--- src/rtl/hazard_unit.sv ---
// hazard_unit
// Generates the stall and flush controls for the FETCH, DEC->EXE and EXE->MEM
// pipeline registers, and the EXE operand forwarding selects.
// Handles the following hazards and events:
//   - load-use interlock
//   - taken-branch/jump redirect flush
//   - data-memory wait interlock, guarded by a timeout watchdog
// Also keeps saturating performance counters for stall and flush cycles.
module hazard_unit #(
    parameter int CNT_W       = 32,
    parameter int MEM_TIMEOUT = 64
) (
    input  logic             i_clk,
    input  logic             i_rst,
    input  logic [4:0]       i_Rs1D,
    input  logic [4:0]       i_Rs2D,
    input  logic [4:0]       i_Rs1E,
    input  logic [4:0]       i_Rs2E,
    input  logic [4:0]       i_RdE,
    input  logic             i_ResultSrcE,
    input  logic             i_PCSrcE,
    input  logic [4:0]       i_RdM,
    input  logic [4:0]       i_RdW,
    input  logic             i_RegWriteM,
    input  logic             i_RegWriteW,
    input  logic             i_MemReqM,
    input  logic             i_MemReadyM,
    output logic             o_StallF,
    output logic             o_StallD,
    output logic             o_StallE,
    output logic             o_StallM,
    output logic             o_FlushD,
    output logic             o_FlushE,
    output logic [1:0]       o_ForwardAE,
    output logic [1:0]       o_ForwardBE,
    output logic             o_MemTimeout,
    output logic [CNT_W-1:0] o_StallCycles,
    output logic [CNT_W-1:0] o_FlushCount
);

    // The wait counter only has to reach MEM_TIMEOUT-1. On the cycle after
    // that value, a still-pending access trips the watchdog.
    localparam int WAIT_W = (MEM_TIMEOUT > 1) ? $clog2(MEM_TIMEOUT) : 1;
    localparam logic [WAIT_W-1:0] WAIT_LAST = WAIT_W'(MEM_TIMEOUT - 1);

    typedef enum logic [1:0] {
        ST_RUN     = 2'd0,
        ST_MEMWAIT = 2'd1,
        ST_TIMEOUT = 2'd2
    } state_t;

    state_t            r_state;
    logic [WAIT_W-1:0] r_waitCnt;
    logic              r_memTimeout;
    logic [CNT_W-1:0]  r_stallCycles;
    logic [CNT_W-1:0]  r_flushCount;

    logic w_lwStall;
    logic w_memBusy;

    assign w_lwStall = i_ResultSrcE && (i_RdE != 5'd0) &&
                       ((i_RdE == i_Rs1D) || (i_RdE == i_Rs2D));
    assign w_memBusy = i_MemReqM && !i_MemReadyM;

    // Select the forwarding source for each EXE operand.
    // The MEM stage holds the younger result, so it takes priority over WB.
    // x0 is never forwarded, because bubbles carry Rd=0.
    always_comb begin
        o_ForwardAE = 2'b00;
        o_ForwardBE = 2'b00;
        if (i_RegWriteM && (i_RdM != 5'd0) && (i_RdM == i_Rs1E)) begin
            o_ForwardAE = 2'b10;
        end else if (i_RegWriteW && (i_RdW != 5'd0) && (i_RdW == i_Rs1E)) begin
            o_ForwardAE = 2'b01;
        end
        if (i_RegWriteM && (i_RdM != 5'd0) && (i_RdM == i_Rs2E)) begin
            o_ForwardBE = 2'b10;
        end else if (i_RegWriteW && (i_RdW != 5'd0) && (i_RdW == i_Rs2E)) begin
            o_ForwardBE = 2'b01;
        end
    end

    // Decode the stage controls from the current state and this cycle's inputs.
    // Priority, highest first:
    //   1. memory wait: freezes everything (the stage registers prefer stall over flush)
    //   2. redirect: discards the wrong-path DEC instruction, which cancels any load-use
    //   3. load-use: inserts a single bubble into EXE
    always_comb begin
        o_StallF = 1'b0;
        o_StallD = 1'b0;
        o_StallE = 1'b0;
        o_StallM = 1'b0;
        o_FlushD = 1'b0;
        o_FlushE = 1'b0;
        if (!i_rst) begin
            if (r_state == ST_TIMEOUT || w_memBusy) begin
                o_StallF = 1'b1;
                o_StallD = 1'b1;
                o_StallE = 1'b1;
                o_StallM = 1'b1;
            end else if (i_PCSrcE) begin
                o_FlushD = 1'b1;
                o_FlushE = 1'b1;
            end else if (w_lwStall) begin
                o_StallF = 1'b1;
                o_StallD = 1'b1;
                o_FlushE = 1'b1;
            end
        end
    end

    // Track the memory wait, count waiting cycles and latch a sticky watchdog
    // error. Once in TIMEOUT, only reset leaves it.
    always_ff @(posedge i_clk) begin
        if (i_rst) begin
            r_state      <= ST_RUN;
            r_waitCnt    <= '0;
            r_memTimeout <= 1'b0;
        end else begin
            case (r_state)
                ST_RUN: begin
                    if (w_memBusy) begin
                        r_state   <= ST_MEMWAIT;
                        r_waitCnt <= '0;
                    end
                end
                ST_MEMWAIT: begin
                    if (i_MemReadyM) begin
                        r_state <= ST_RUN;
                    end else if (r_waitCnt == WAIT_LAST) begin
                        r_state      <= ST_TIMEOUT;
                        r_memTimeout <= 1'b1;
                    end else begin
                        r_waitCnt <= r_waitCnt + 1'b1;
                    end
                end
                ST_TIMEOUT: begin
                    r_state <= ST_TIMEOUT;
                end
                default: begin
                    r_state <= ST_RUN;
                end
            endcase
        end
    end

    // Count stall and flush cycles. Both counters hold at all-ones instead of
    // wrapping, so long runs are never misreported as short ones.
    always_ff @(posedge i_clk) begin
        if (i_rst) begin
            r_stallCycles <= '0;
            r_flushCount  <= '0;
        end else begin
            if (o_StallF && (r_stallCycles != {CNT_W{1'b1}})) begin
                r_stallCycles <= r_stallCycles + 1'b1;
            end
            if (o_FlushE && (r_flushCount != {CNT_W{1'b1}})) begin
                r_flushCount <= r_flushCount + 1'b1;
            end
        end
    end

    assign o_MemTimeout  = r_memTimeout;
    assign o_StallCycles = r_stallCycles;
    assign o_FlushCount  = r_flushCount;

endmodule

--- config.mk ---
export PLATFORM = sky130hd
export DESIGN_NAME = hazard_unit
export DESIGN_NICKNAME = d
export VERILOG_FILES = /design/src/rtl/hazard_unit.sv
export SDC_FILE = /design/constraint.sdc
export NUM_CORES = 1
export LEC_CHECK = 0
export CELL_PAD_IN_SITES_DETAIL_PLACEMENT = 0
export CELL_PAD_IN_SITES_GLOBAL_PLACEMENT = 2
export CORE_ASPECT_RATIO = 0.7
export CORE_MARGIN = 3
export CORE_UTILIZATION = 28
export CTS_BUF_LIST = sky130_fd_sc_hd__clkbuf_2
export DETAILED_ROUTE_END_ITERATION = 8
export PLACE_DENSITY = 0.83
export SYNTH_ARGS = -nofsm -noshare
export SYNTH_HDL_FRONTEND = slang
export SYNTH_SLANG_ARGS = --single-unit
--- constraint.sdc ---
create_clock -name i_clk -period 2.8 [get_ports i_clk]
set_clock_uncertainty 0.05 [all_clocks]
set_input_delay 0.42 -clock i_clk [delete_from_list [all_inputs] [get_ports i_clk]]
set_output_delay 0.42 -clock i_clk [all_outputs]
set_load 0.01 [all_outputs]
=== Word level (Yosys, flattened, before mapping) ===
Index checks and enable logic that the tools add are counted.

* $add $sub $neg: 3
* Multipliers: 0
* Divide/modulo/power cells: 0
* $lt $le $gt $ge: 0
* Equality and inequality tests: 15
* Shift-type cells: 0
* Mux-type cells: 24
* Bitwise operators: 1
* Reductions and logical operators: 22

{| class="wikitable"
|+ Operators with widths
! operator !! count
|-
| adder 32 x 1 -> 32 bit (second input constant) || 2
|-
| != test 32 bit (second input constant) || 2
|-
| equality test 5 bit || 6
|-
| two-way mux 6 bit || 3
|-
| nonzero test 5 bit || 3
|-
| two-way mux 1 bit || 14
|-
| case mux 6 bit (2 select lines) || 1
|-
| logical AND 1 bit || 11
|-
| two-way mux 2 bit || 5
|-
| adder 6 x 1 -> 6 bit (second input constant) || 1
|-
| equality test 6 bit (second input constant) || 1
|-
| != test 2 bit (second input constant) || 3
|-
| case mux 2 bit (3 select lines) || 1
|-
| AND reduction 4 bit || 1
|-
| != test 3 bit (second input constant) || 1
|-
| AND reduction 3 bit || 1
|-
| equality test 2 x 1 -> 1 bit (second input constant) || 1
|-
| equality test 2 bit (second input constant) || 1
|-
| zero test 2 bit || 1
|-
| logical OR 1 bit || 2
|-
| AND reduction 2 bit || 1
|-
| nonzero test 2 bit || 1
|-
| zero test 1 bit || 1
|-
| inverter 1 bit || 1
|}

* Flip-flop bits (word level): 73
* Latch bits: 0
* RAM bits: 0
* Memory bits (read-only): 0
* Input port bits: 43
* Output and inout port bits: 75
* Word-level logic and storage cells: 70
* Memories kept: 0

=== Longest topological paths before layout ===
* Word-level depth: 8
* Mapped depth: 9
* Gate-level depth less buffers: 7

=== Worst setup path after synthesis ===
Ideal clock, no wire load.

* Kind: input port to output port
* Start point: in i_RdE[1]
* End point: out o_StallF
* Data arrival time: 2.042 ns
* Required time: 2.330 ns
* Setup slack: 0.288 ns
* Stages on the path: 8
* Buffers on the path: 3
* Cell sequence: or4_1 -> o21ai_1 -> nor3_1 -> a21oi_2 -> buf_6 -> buf_2 -> inv_1 -> buf_4

* Word-level cells in the longest chain between the ends: 7
* Elaborated cells on any way between the ends: 10
* Those cells by class: eq/ne (2); mux (4); reduce/logical (4)

{| class="wikitable"
|+ RTL lines
! what !! line !! RTL
|-
| start: declaration || 19 || <nowiki>input logic [4:0] i_RdE,</nowiki>
|-
| equality test 5 bit / nonzero test 5 bit (equally long branches) || 62, 61 ||
|-
| logical OR 1 bit / logical AND 1 bit (equally long branches) || 62, 61 ||
|-
| logical AND 1 bit (*) || 61 || <nowiki>assign w_lwStall = i_ResultSrcE && (i_RdE != 5'd0) &&</nowiki>
|-
| two-way mux 1 bit (*) (4 in a row) || n/a ||
|-
| end: declaration || 28 || <nowiki>output logic o_StallF,</nowiki>
|}

Every way passes the cells marked *; elsewhere a longest branch is shown, timed or not.

=== Final worst setup path ===
* Start point: in i_RdM[4]
* End point: out o_ForwardAE[1]

* Word-level cells in the longest chain between the ends: 4
* Elaborated cells on any way between the ends: 5
* Those cells by class: eq/ne (1); mux (1); reduce/logical (3)

{| class="wikitable"
|+ RTL lines
! what !! line !! RTL
|-
| start: declaration || 22 || <nowiki>input logic [4:0] i_RdM,</nowiki>
|-
| nonzero test 5 bit || 71 || <nowiki>if (i_RegWriteM && (i_RdM != 5'd0) && (i_RdM == i_Rs1E)) begin</nowiki>
|-
| logical AND 1 bit || 71 ||
|-
| logical AND 1 bit (*) || 71 ||
|-
| two-way mux 2 bit (*) || 71 ||
|-
| end: declaration || 34 || <nowiki>output logic [1:0] o_ForwardAE,</nowiki>
|}

Marked as above.

==> summary.md <==
| Metric | Value |
|---|---|
| # IOs | 118 |
| Max Freq | 364.0 MHz |
| Final Critical Period | 2.747 ns |
| P_int | 0.001481 W |
| Slew Limit Fails | 0 |
| GRT Total Usage | 0.1549 |
| First-pass GRT wire length | 21250 um |
| Die height | 108.6 um |
| Peak supply drop | 0.0001686 V |
| Mean Syn Cell Area | 8.267 um2 |
| DR vias | 4460 |
| Startpoint types | primary input |
| Layout area overhead | 41.57% |
| Yosys Warn Count | 0 |
| Antenna violations before repair | 0 |
| Clk buf depth | 2 |
| Critical Path Slowest Stage Cell | clkdlybuf4s50_1 |
| Crit path buffers/inverters | 4 |
| DRC errors left | 0 |
| Final ANT Viol Nets | 0 |
| Power Dens Cells | 337.3 mW/mm2 |
| CP delay by family, top | buffers and inverters |
| Setup TNS | 0 ns |
| DRT iter0 DRCs | 228 |
| H-tree depth | 3 |
| Hold path startpoint | i_rst |
| Clk pwr share | 0.342 |
| DP HPWL | 9626 um |
| Synth Area in Adders | 0.008921 |
| Top cells by area, synth | dfxtp_1, or4_1, o31ai_1 |
| Post-synth EDFFs | 0 |
| Syn nets | 555 |
| CTS root buf | clkbuf_2 |
| RSZ-0062 raised after global routing | true |
| Primary FF master, synth | dfxtp_1 |
| Routed WL | 13060 um |
| Sw frac | 0.2631 |
| Via/cell ratio | 5.278 |
| Worst-path clk slew | 0.26 ns |
| Synth area leader | dfxtp_1 |
| Vias in the first global route | 4278 |
| Post-Synth Simple-Gate Area | 0.3125 |
| Final setup fails | 0 |
| Ant diodes | 0 |
| Core box area | 0.01432 mm2 |
| CP max FO | 2 |
| Mux cell area share after synthesis | 0.02409 |
| Mapped Area | 0.004208 mm2 |
| GRT overflow | 0 |
| CP Capture Type | output pin |
| Sequential share of power | 0.525 |
| Input/output buffers | 117 |
| Tightest Pin Transition | 0.5788 ns |
| Post-synthesis sequential area ratio | 0.3473 |
| Setup crit start | i_RdM[4] |
| Distinct cells, synth | 51 |
| Largest net degree at the start of global routing | 38 |
| Largest family of logic cells by synthesized area | simple AND/OR/NAND/NOR gates |
| Hold_buf cts | 0 |
| CTS Buf Count | 9 |
| Status | complete, no violations |
| Worst hold path type | primary input to flip-flop |
| Complex-gate fraction of the synthesized area | 0.1900 |
| Mapped Cells | 509 |
| Share of layout cells above drive strength 1 | 0.1206 |
| Final Hold Violating Endpoints | 0 |
| Clock Sinks | 73 |
| Crit path DAT | 2.28 ns |
| Latest clock arrival within the worst-skew pair | 0.54 ns |
| CP Cell Sequence | clkdlybuf4s50_1 > buf_4 > xnor2_1 > nand3_1 > nor4_2 > buf_4 > clkdlybuf4s50_1 |
| Synth Area in XOR/XNOR | 0.07077 |
| Max stage delay on crit path | 0.52 ns |
| Slew headroom | 0.6115 |
| 1st-pass router iterations | 4 |
| Lkg Pwr | 1.916 nW |
| Gpl congestion | 0.8653 |
| Psw | 0.0005287 W |
| Total of max-cap violations | 0 |
| Share of the synthesized area in the top cell type | 0.3473 |
| CTS tree | done |
| Critical R2R Launch | o_FlushCount[1] |
| Comb power frac | 0.134 |
| Routed WL per cell | 15.45 um |
| Flops & latches, synth | 73 |
| Starting Density | 0.2938 |
| Die area | 0.01656 mm2 |
| Die width | 152.5 um |
| Ys async rst share | 0 |
| Ratio of final minimum period to clock period | 0.9812 |
| Worst path required time | 2.33 ns |
| Layout Nets | 697 |
| Rows | 36 |
| CP Class | primary input to output pin |
| Total power | 0.002009 W |
## cells in the final DEF (no fill, tap or decap), drive strengths merged, types with 4 or more instances in the layout
cell type	instances
o21ai	14
nor2b	7
dfxtp	73
xnor2	17
dlygate4sd2	5
inv	9
xor2	17
buf	45
and3	6
or3	9
clkbuf	10
and2	5
nand3	31
nand4	19
o31ai	38
o31a	4
or4	45
nor3	4
clkdlybuf4s50	111
nor2	34
nor4	18
o41ai	5
a21oi	53
nand2	32
mux2	9
o21a	7
## worst min-delay path, cell delays in order
cell	delay, ns
buf_2	0.13
buf_4	0.25
a21oi_1	0.15
## cells by family after synthesis
| family | after synthesis |
|---|---|
| simple gates | 224 |
| compound gates | 126 |
| flops | 73 |
| buf+inv | 40 |
| xor+xnor | 34 |
| mux | 9 |
| fa+ha+maj | 3 |
## through the flow
stage	hold slack, ns	worst slack [ns]	instances	utilization	cell area, um2
5_1_grt	0.3491	-0.02958	845	0.4159	5957
2_1_floorplan	0.4164	0.2879	509	-	4208
4_1_cts	0.3156	0.04027	845	0.4152	5947
3_5_place_dp	0.4182	-0.2644	830	0.4057	5812
3_3_place_gp	0.4245	-0.2601	830	0.4057	5812
6_report	0.3797	0.05274	845	0.4159	5957
## final timing paths
path                  endpoint  depth (start not counted)  slack [ns]
min reg2reg       r_waitCnt[1]                          2        0.45
max reg2reg   o_FlushCount[31]                          8        0.22
min          o_StallCycles[15]                          3        0.38
max             o_ForwardAE[1]                          7        0.05
## power groups by stage
stage          Clock [W]  Sequential, W  Combinational [W]
5_1_grt         0.000770        0.00106           0.000296
3_3_place_gp           0        0.00107           0.000265
6_report        0.000687        0.00105           0.000268
2_1_floorplan          0        0.00108           0.000115
4_1_cts         0.000720        0.00105           0.000269
3_5_place_dp           0        0.00107           0.000268
## cell usage after synthesis, types with 6 or more instances
cell type / count
a21oi_1: 52
buf_2: 12
buf_4: 6
clkbuf_1: 10
dfxtp_1: 73
inv_1: 9
mux2_1: 7
nand2_1: 32
nand3_1: 30
nand4_1: 18
nor2_1: 34
nor2b_1: 7
nor4_1: 16
o21a_1: 7
o21ai_0: 12
o31ai_1: 38
or3_1: 9
or4_1: 44
xnor2_1: 17
xor2_1: 17
## sequential cells by signal (all words and copies together) (netlist names)
name	flops
o_StallCycles	32
r_waitCnt	6
r_state	2
o_FlushCount	32
o_MemTimeout	1
## timing repair
item                       in CTS  in global routing
setup buffers                   0                  0
resized for setup               8                  2
pin swaps                       1                  1
setup endpoints to repair       6                  4
## per-layer routing
| metal | wire length, um | track usage | vias up |
|---|---|---|---|
| met4 | 113 | 0.03624 | 0 |
| li1 | - | - | 2230 |
| met5 | 0 | 0 | - |
| met1 | 6615 | 0.2209 | 2107 |
| met3 | 748 | 0.03720 | 8 |
| met2 | 5581 | 0.2376 | 115 |
## final cells by class
| cell class | instances | area (um2) |
|---|---|---|
| clock inverter | 5 | 81.33 |
| timing repair buffer | 161 | 1503 |
| sequential | 73 | 1461 |
| fill | 1442 | 8367 |
| tap | 190 | 237.7 |
| inverter | 10 | 37.54 |
| multi-input combinational | 396 | 2586 |
| clock buffer | 10 | 50.05 |
(Power assumes the default switching activity.)
